`src/rtl/mult_seq_ctrl_pkg.sv`:
```
// Shared constants and state encoding for the EXE-stage multiply sequencer.
package mult_seq_ctrl_pkg;

  localparam logic [3:0] EXE_MULT   = 4'd11;
  localparam int         WORD_LEN   = 16;
  localparam int         MULT_CNT_W = 5;

  typedef enum logic [1:0] {
    MS_IDLE = 2'd0,
    MS_RUN  = 2'd1,
    MS_DONE = 2'd2
  } ms_state_e;

endpackage

```
`src/rtl/mult_seq_ctrl_dp.sv`:
```
// Shift-add datapath: accumulator, multiplicand and multiplier registers plus
// the single adder. The product is copied to its own registers on the final
// step so an aborted multiply never disturbs the last delivered result.
module mult_shift_add_dp
  import mult_seq_ctrl_pkg::*;
#(
  parameter int W = WORD_LEN
) (
  input  logic         clk,
  input  logic         rst,
  input  logic         load_i,
  input  logic         step_i,
  input  logic         last_i,
  input  logic [W-1:0] src1_i,
  input  logic [W-1:0] src2_i,
  output logic [W-1:0] prod_hi_o,
  output logic [W-1:0] prod_lo_o
);

  logic [W-1:0]   acc_q, acc_d;
  logic [W-1:0]   mcand_q, mcand_d;
  logic [W-1:0]   mplier_q, mplier_d;
  logic [2*W-1:0] prod_q, prod_d;
  logic [W:0]     sum;

  // Add the multiplicand into the upper half when the current multiplier bit
  // is set, then shift {carry, acc, mplier} right by one.
  always_comb begin
    sum      = {1'b0, acc_q} + (mplier_q[0] ? {1'b0, mcand_q} : '0);
    acc_d    = acc_q;
    mcand_d  = mcand_q;
    mplier_d = mplier_q;
    prod_d   = prod_q;
    if (load_i) begin
      acc_d    = '0;
      mcand_d  = src1_i;
      mplier_d = src2_i;
    end else if (step_i) begin
      acc_d    = sum[W:1];
      mplier_d = {sum[0], mplier_q[W-1:1]};
      if (last_i) begin
        prod_d = {sum[W:1], sum[0], mplier_q[W-1:1]};
      end
    end
  end

  // Datapath registers with synchronous reset.
  always_ff @(posedge clk) begin
    if (rst) begin
      acc_q    <= '0;
      mcand_q  <= '0;
      mplier_q <= '0;
      prod_q   <= '0;
    end else begin
      acc_q    <= acc_d;
      mcand_q  <= mcand_d;
      mplier_q <= mplier_d;
      prod_q   <= prod_d;
    end
  end

  assign prod_hi_o = prod_q[2*W-1:W];
  assign prod_lo_o = prod_q[W-1:0];

endmodule

```
`src/rtl/mult_seq_ctrl.sv`:
```
// EXE-stage multiply sequencer: stalls the pipeline for WORD_LEN+1 cycles
// while the shift-add datapath runs, then opens a one-cycle writeback window.
//
//   state   | meaning
//   --------+------------------------------------------------
//   MS_IDLE | waiting for a MULT in EXE; start cycle stalls
//   MS_RUN  | one multiplier bit per cycle, count runs down
//   MS_DONE | product valid, done/wb_en pulse, stall released
module mult_seq_ctrl
  import mult_seq_ctrl_pkg::*;
#(
  parameter int WORD_LEN = mult_seq_ctrl_pkg::WORD_LEN,
  parameter int CNT_W    = MULT_CNT_W
) (
  input  logic                clk,
  input  logic                rst,
  input  logic                start,
  input  logic [WORD_LEN-1:0] src1,
  input  logic [WORD_LEN-1:0] src2,
  input  logic [3:0]          dest,
  input  logic                flush,
  output logic                stall,
  output logic                busy,
  output logic                done,
  output logic [WORD_LEN-1:0] prod_hi,
  output logic [WORD_LEN-1:0] prod_lo,
  output logic                wb_en,
  output logic [3:0]          wb_dest
);

  ms_state_e        state_q, state_d;
  logic [CNT_W-1:0] cnt_q, cnt_d;
  logic [3:0]       wb_dest_q, wb_dest_d;
  logic             load, step, last;

  // Next-state, counter and strobe decode. A flush in RUN abandons the
  // multiply without stepping; a flush in DONE is too late to matter.
  always_comb begin
    state_d   = state_q;
    cnt_d     = cnt_q;
    wb_dest_d = wb_dest_q;
    load      = 1'b0;
    step      = 1'b0;
    last      = 1'b0;
    stall     = 1'b0;
    done      = 1'b0;
    unique case (state_q)
      MS_IDLE: begin
        if (start && !flush) begin
          load      = 1'b1;
          stall     = 1'b1;
          cnt_d     = CNT_W'(WORD_LEN - 1);
          wb_dest_d = dest;
          state_d   = MS_RUN;
        end
      end
      MS_RUN: begin
        stall = 1'b1;
        if (flush) begin
          state_d = MS_IDLE;
        end else begin
          step = 1'b1;
          if (cnt_q == '0) begin
            last    = 1'b1;
            state_d = MS_DONE;
          end else begin
            cnt_d = cnt_q - CNT_W'(1);
          end
        end
      end
      MS_DONE: begin
        done    = 1'b1;
        state_d = MS_IDLE;
      end
      default: state_d = MS_IDLE;
    endcase
  end

  // Control registers with synchronous reset.
  always_ff @(posedge clk) begin
    if (rst) begin
      state_q   <= MS_IDLE;
      cnt_q     <= '0;
      wb_dest_q <= '0;
    end else begin
      state_q   <= state_d;
      cnt_q     <= cnt_d;
      wb_dest_q <= wb_dest_d;
    end
  end

  assign busy    = (state_q != MS_IDLE);
  assign wb_en   = done;
  assign wb_dest = wb_dest_q;

  mult_shift_add_dp #(.W(WORD_LEN)) u_dp (
    .clk       (clk),
    .rst       (rst),
    .load_i    (load),
    .step_i    (step),
    .last_i    (last),
    .src1_i    (src1),
    .src2_i    (src2),
    .prod_hi_o (prod_hi),
    .prod_lo_o (prod_lo)
  );

endmodule
```
`config.mk`:
```
export PLATFORM = sky130hd
export DESIGN_NAME = mult_seq_ctrl
export DESIGN_NICKNAME = d
export VERILOG_FILES = /design/src/rtl/mult_seq_ctrl_pkg.sv /design/src/rtl/mult_seq_ctrl_dp.sv /design/src/rtl/mult_seq_ctrl.sv
export SDC_FILE = /design/constraint.sdc
export NUM_CORES = 1
export LEC_CHECK = 0
export ABC_AREA = 1
export CORE_ASPECT_RATIO = 1.2
export CORE_MARGIN = 4
export CORE_UTILIZATION = 55
export CTS_BUF_LIST = sky130_fd_sc_hd__clkbuf_2
export DETAILED_ROUTE_END_ITERATION = 16
export PLACE_DENSITY = 0.9
export REMOVE_ABC_BUFFERS = 1
export SLEW_MARGIN = 40
export SYNTH_ARGS = -nofsm -noshare
export SYNTH_HDL_FRONTEND = slang
export SYNTH_SLANG_ARGS = --single-unit
```
`constraint.sdc`:
```
create_clock -name clk -period 2.89 [get_ports clk]
set_input_delay 0.4335 -clock clk [delete_from_list [all_inputs] [get_ports clk]]
set_output_delay 0.4335 -clock clk [all_outputs]
set_load 0.02 [all_outputs]
```
==> results of run 1 <==
-- routing by layer --
metal  vias to the layer above  GRT usage  routed length (um)
met2                       160      0.422                5640
met3                        32     0.0469                 665
li1                       2276          -                   -
met1                      2067      0.266                4630
met5                         -          0                   0
met4                         0      0.133                 350
-- power breakdown --
group          internal, mW  switching [mW]  leakage, nW
Clock                 0.122           0.421       0.0558
Sequential             1.31          0.0350        0.740
Combinational         0.148           0.187         1.92
Total                  1.58           0.643         2.71
-- synth_stat cells, types with 2 or more instances --
| master | n |
|---|---|
| a21oi_1 | 20 |
| a31oi_1 | 9 |
| buf_1 | 2 |
| buf_2 | 7 |
| buf_4 | 9 |
| buf_6 | 3 |
| clkbuf_1 | 7 |
| dfxtp_1 | 91 |
| ha_1 | 18 |
| inv_1 | 98 |
| inv_2 | 5 |
| nand2_1 | 188 |
| nand3_1 | 55 |
| nand3_2 | 2 |
| nand3b_1 | 2 |
| nor2_1 | 81 |
| nor2_2 | 3 |
| nor2_4 | 3 |
| nor3_1 | 5 |
| o211ai_1 | 8 |
| o21a_1 | 9 |
| o21ai_0 | 33 |
| o21ai_1 | 6 |
| o22ai_1 | 2 |
| xnor2_1 | 2 |
| xor2_1 | 5 |
-- worst max-delay path, delay by kind of cell, from the launching register on --
kind | cells | cell delay [ns]
AND/OR/NAND/NOR | 2 | 0.30
flip-flops | 1 | 0.47
buffers and inverters | 2 | 0.62
-- cell type report --
cell class                 instances  area [um^2]  share of cell area
sequential                        91         1820               0.326
timing repair buffer              87          851               0.152
inverter                         104          393              0.0704
clock buffer                      12         60.1              0.0108
multi-input combinational        461         2280               0.409
tap                              114          143              0.0256
clock inverter                     4         27.5             0.00493
-- worst max-delay path by stage --
| stage | startpoint | endpoint | slack, ns | depth (start not counted) |
|---|---|---|---|---|
| finish | state_q[1]$_SDFFE_PP0P_ | stall | 0.50 | 4 |
| global route | u_dp.mplier_q[0]$_SDFFE_PP0P_ | u_dp.acc_q[7]$_SDFFE_PP0P_ | 0.35 | 13 |
| CTS | state_q[1]$_SDFFE_PP0P_ | stall | 0.46 | 4 |
| detailed placement | flush | stall | 0.58 | 5 |
| global placement | flush | stall | 0.59 | 5 |
| floorplan | flush | u_dp.mplier_q[13]$_SDFFE_PP0P_ | 0.74 | 5 |
-- cell families after synthesis --
kind of cell,Yosys count,synth area share
XOR/XNOR,7,0.0131
adder cells (fa/ha/maj),19,0.0525
AND/OR/NAND/NOR,346,0.313
flip-flops,91,0.390
AO/OA/AOI/OAI,89,0.111
buffers and inverters,132,0.121
-- flip-flops by register name (all words and copies together), names as in the netlist --
| register | flops |
|---|---|
| u_dp.acc_q | 16 |
| cnt_q | 5 |
| wb_dest | 4 |
| state_q | 2 |
| u_dp.prod_q | 32 |
| u_dp.mplier_q | 16 |
| u_dp.mcand_q | 16 |
==> out/results.tsv, run 1 <==
stage	metric	value	unit
timing	fin_ws	0.496	ns
setup_path	worst_setup_path_start_kind	flip-flop	
global_route	grt_pass1_wl	19.3	mm
timing	period_minus_slack	2.39	ns
synth	synth_cell_type_count	37	
final_layout	final_cells	873	
timing	hold_viol	0	
synth	ys_seq_area_frac	0.390	
synth	synth_area_leader_cell	dfxtp_1	
global_route	antenna_found_initial	0	
floorplanning	start_util	0.570	
setup_path	r2r_start	u_dp.mplier_q[0]$_SDFFE_PP0P_	
synth	syn_inst	684	
setup_path	crit_fanout	6	
setup_path	r2r-end	u_dp.acc_q[7]$_SDFFE_PP0P_	
worst_hold_path	hp-start	src2[3]	
timing	fmax	0.418	GHz
power_and_ir_drop	ir_drop	0.289	mV
floorplanning	dieArea	0.0100	mm^2
outcome	status	finished, final reports clean	
timing	finalClockSkew	0.0263	ns
floorplanning	rows	36	
clocking	cts-buffers-inserted	9	
worst_hold_path	hp-class	input pin to flip-flop	
drt	final_antenna_net_count	0	
setup_path	crit_top_cell	nand2_1	
synth	post_synth_main_area_contributors	dfxtp_1, nand2_1, inv_1	
final_layout	final_cell_mix	nand2_1, inv_1, dfxtp_1	
setup_path	slowest_delay	0.54	ns
clocking	clkTransAtPathRegs	0.24	ns
placed_design	placed_area	0.00549	mm^2
worst_hold_path	hold_end	u_dp.mplier_q[3]$_SDFFE_PP0P_	
placed_design	pre_cts_slack	0.578	ns
global_route	grt_overflow	0	
clocking	ctsResizeCount	0	
placed_design	finalWeightedCongestion	0.847	
final_layout	area_delta_synth_final	19.5	%
global_route	grt_use_total	0.237	
clocking	clk_path_buf_depth	2	
synth	synthFlopType	dfxtp_1	
timing	setup_viol_count_final	0	
final_layout	design_area	0.00558	mm^2
drt	via_count	4535	
clocking	cts.sinks	91	
placed_design	placed_cells	857	
power_and_ir_drop	power	2.22	mW
placed_design	dp_hpwl	8.34	mm
setup_path	rr_worst_depth	13	
setup_path	r2r_slack	0.60	ns
synth	synthArstFlopShare	0	
floorplanning	fp.dieW	92.1	um
floorplanning	die_h	109	um
clocking	cts_tree	yes	
drt	drt_iter0_drc	234	
floorplanning	io-pin-count	80	
drt	remaining_drc_errors	0	
placed_design	io_buffers	79	
job	drv_cap	0	
drt	drt_first_pass_iters	5	
drt	wire_per_inst	12.9	um
final_layout	final_common_cell	nand2_1	
setup_path	required	2.46	ns
power_and_ir_drop	p_per_area	398	mW/mm^2
worst_hold_path	holdPathStages	3	
clocking	root_buffer	clkbuf_2	
floorplanning	core_area	0.00820	mm^2
global_route	grt_max_degree	39	
timing	whs	0.419	ns
synth	synth_area	0.00467	mm^2
setup_path	path_cells	inv_1, nand2_1, nand2_1, clkdlybuf4s50_1	
drt	routed_wl	11.3	mm
setup_path	critPathKind	flip-flop to output pin	
clocking	cts.repair_timing.setup_buffer_count	0	
clocking	postCtsHoldBufs	0	
final_layout	nFillCells	740	
setup_path	arrival	1.96	ns
synth	syn_avg_cell_area	6.83	um^2
synth	synth-edff-count	0	
final_layout	diodes	0	
synth	synth_seq_cells	91	
power_and_ir_drop	leakagePower	2.71	nW
final_layout	drive_gt1_frac	0.0553	
synth	synth_warnings	0	
final_layout	fin_nets	813	
timing	period_share	0.828	
timing	slew_headroom	0.476	
synth	yosysTopAreaCellShare	0.390	
clocking	clkLatencyLatePin	0.56	ns
final_layout	final_core_util	0.681	
timing	setup_tns	0	ns
drt	vias_per_cell	5.19	
timing	rsz0062_at_grt	false	
timing	tightest_slew	0.785	ns
clocking	htree_num_levels	3	
setup_path	crit_path_end_kind	output pin	
global_route	grt_pass1_vias	4493	
setup_path	slowest_stage	clkdlybuf4s50_1	
timing	drv_slew	0	
Note: power is estimated with default switching activity, not from simulation.
==> run 2, diff against run 1 <==
==> constraint.sdc (replaced) <==
create_clock -name clk -period 2.5 [get_ports clk]
set_input_delay 0.375 -clock clk [delete_from_list [all_inputs] [get_ports clk]]
set_output_delay 0.375 -clock clk [all_outputs]
set_load 0.02 [all_outputs]
==> run 2 against run 1 <==
  * Hold slack worse by 0.096 ns
  * Die area unchanged
  * Register-to-register slack worse by 0.38 ns
  * Sequential share of layout area down 0.32 points
  * Core utilization up 0.67 points
  * Highest routed layer unchanged
==> out/results.tsv, run 2 (synthesis gave the netlist of run 1 again) <==
stage	metric	value	unit	change
placed_design	placed_area	0.00552	mm^2	+0.50%
timing	setup_tns	0	ns	unchanged
global_route	grt_pass1_wl	19.7	mm	+1.9%
drt	final_antenna_net_count	0		unchanged
setup_path	r2r_slack	0.22	ns	-0.38 ns
drt	remaining_drc_errors	0		unchanged
drt	via_count	4605		+1.5%
drt	vias_per_cell	5.26		+1.3%
floorplanning	die_h	109	um	unchanged
clocking	clk_path_buf_depth	2		unchanged
clocking	cts.sinks	91		unchanged
final_layout	fin_nets	815		+0.25%
final_layout	final_common_cell	nand2_1		
final_layout	design_area	0.00564	mm^2	+0.99%
final_layout	final_cell_mix	nand2_1, inv_1, dfxtp_1		
placed_design	pre_cts_slack	0.282	ns	-0.295 ns
setup_path	worst_setup_path_start_kind	flip-flop		
timing	setup_viol_count_final	0		unchanged
global_route	grt_pass1_vias	4625		+2.9%
timing	rsz0062_at_grt	false		
setup_path	crit_fanout	6		unchanged
job	drv_cap	0		unchanged
final_layout	drive_gt1_frac	0.0591		+0.00380
clocking	clkLatencyLatePin	0.61	ns	+0.05 ns
power_and_ir_drop	p_int	1.92	mW	+22%
timing	tightest_slew	0.829	ns	+0.0436 ns
clocking	cts_tree	yes		
setup_path	required	2.12	ns	-0.34 ns
floorplanning	core_area	0.00820	mm^2	unchanged
setup_path	crit_path_end_kind	output pin		
final_layout	nFillCells	718		-3.0%
drt	routed_wl	11.7	mm	+3.9%
floorplanning	start_util	0.570		unchanged
setup_path	arrival	2.02	ns	+0.06 ns
clocking	cts-buffers-inserted	9		unchanged
timing	period_share	0.959		
floorplanning	fp.dieW	92.1	um	unchanged
power_and_ir_drop	pwr-share-clk	0.282		+0.037
final_layout	regMostFlops	u_dp.prod_q		
drt	drt_first_pass_iters	6		+1
drt	wire_per_inst	13.4	um	+3.7%
global_route	antenna_found_initial	0		unchanged
clocking	clkTransAtPathRegs	0.25	ns	about the same
worst_hold_path	hp-class	input pin to flip-flop		
power_and_ir_drop	seqPwrFrac	0.573		-0.032
timing	finalClockSkew	0.0356	ns	+0.00938 ns
timing	slew_headroom	0.447		-0.0291
clocking	root_buffer	clkbuf_2		
timing	fmax	0.417	GHz	
final_layout	final_core_util	0.687		+0.00672
timing	drv_slew	0		unchanged
floorplanning	rows	36		unchanged
final_layout	largest_reg_flops	32		unchanged
global_route	grt_overflow	0		unchanged
drt	wl_met1	4.90	mm	+5.9%
timing	fin_ws	0.103	ns	-0.393 ns
power_and_ir_drop	p_per_area	482	mW/mm^2	+21%
floorplanning	io-pin-count	80		unchanged
timing	period_minus_slack	2.40	ns	
final_layout	area_delta_synth_final	20.7	%	
power_and_ir_drop	leakagePower	2.74	nW	+1.1%
drt	highest_layer	met4		
drt	wl_met2	5.83	mm	+3.4%
setup_path	critPathKind	flip-flop to output pin		
drt	wl_met3	743	um	+12%
final_layout	diodes	0		unchanged
clocking	ctsResizeCount	0		unchanged
clocking	cts.repair_timing.setup_buffer_count	0		unchanged
placed_design	io_buffers	79		unchanged
power_and_ir_drop	netSwitchingPower	0.789	mW	+23%
power_and_ir_drop	power_frac_comb	0.145		-0.006
power_and_ir_drop	ir_drop	0.364	mV	+26%
placed_design	dp_hpwl	8.60	mm	+3.1%
timing	hold_viol	0		unchanged
clocking	postCtsHoldBufs	0		unchanged
power_and_ir_drop	sw_frac_of_total	0.291		+0.00135
drt	drt_iter0_drc	294		+26%
global_route	grt_max_degree	30		-23%
global_route	grt_use_total	0.241		+0.00346
outcome	status	finished, final reports clean		
placed_design	finalWeightedCongestion	0.873		+3.1%
floorplanning	dieArea	0.0100	mm^2	unchanged
clocking	htree_num_levels	3		unchanged
run 2: final cells by class:
cell class | count | area, um^2 | area share
inverters | 104 | 393 | 0.0697
well taps | 114 | 143 | 0.0253
repair buffers | 89 | 878 | 0.156
flip-flops and latches | 91 | 1820 | 0.323
clock buffers | 10 | 50.0 | 0.00888
clock inverters | 6 | 65.1 | 0.0115
multi-input cells | 461 | 2280 | 0.405
run 2: worst max-delay path, cell delays in order, from the launching register on:
cell,delay [ns]
dfxtp_1,0.48
inv_1,0.08
nand2_1,0.21
nand2_1,0.12
clkdlybuf4s50_1,0.55
run 2: layer usage:
metal,GRT usage,vias up
met3,0.0497,23
met1,0.273,2120
met2,0.432,180
met4,0.116,0
met5,0,-
li1,-,2282
run 2: path summary, 6_finish.rpt:
path,start,end,cells after the start
max reg2reg,u_dp.mplier_q[0]$_SDFFE_PP0P_,u_dp.prod_q[29]$_SDFFE_PP0P_,14
min,src2[10],u_dp.mplier_q[10]$_SDFFE_PP0P_,3
max,state_q[1]$_SDFFE_PP0P_,stall,4
min reg2reg,u_dp.prod_q[3]$_SDFFE_PP0P_,u_dp.prod_q[3]$_SDFFE_PP0P_,2
run 2: power by group through the flow:
stage / Combinational, mW / Sequential, mW / Clock, mW
after floorplan: 0.203 / 1.59 / 0
after global placement: 0.376 / 1.58 / 0
after detailed placement: 0.390 / 1.58 / 0
after CTS: 0.391 / 1.55 / 0.769
after global routing: 0.433 / 1.56 / 0.836
final: 0.393 / 1.56 / 0.765
run 2: metrics by stage:
step | cells | hold slack (ns) | total power, mW
CTS | 875 | 0.297 | 2.72
global placement | 859 | 0.448 | 1.95
global route | 875 | 0.321 | 2.83
detailed placement | 859 | 0.460 | 1.97
floorplan | 656 | 0.438 | 1.79
finish | 875 | 0.323 | 2.71
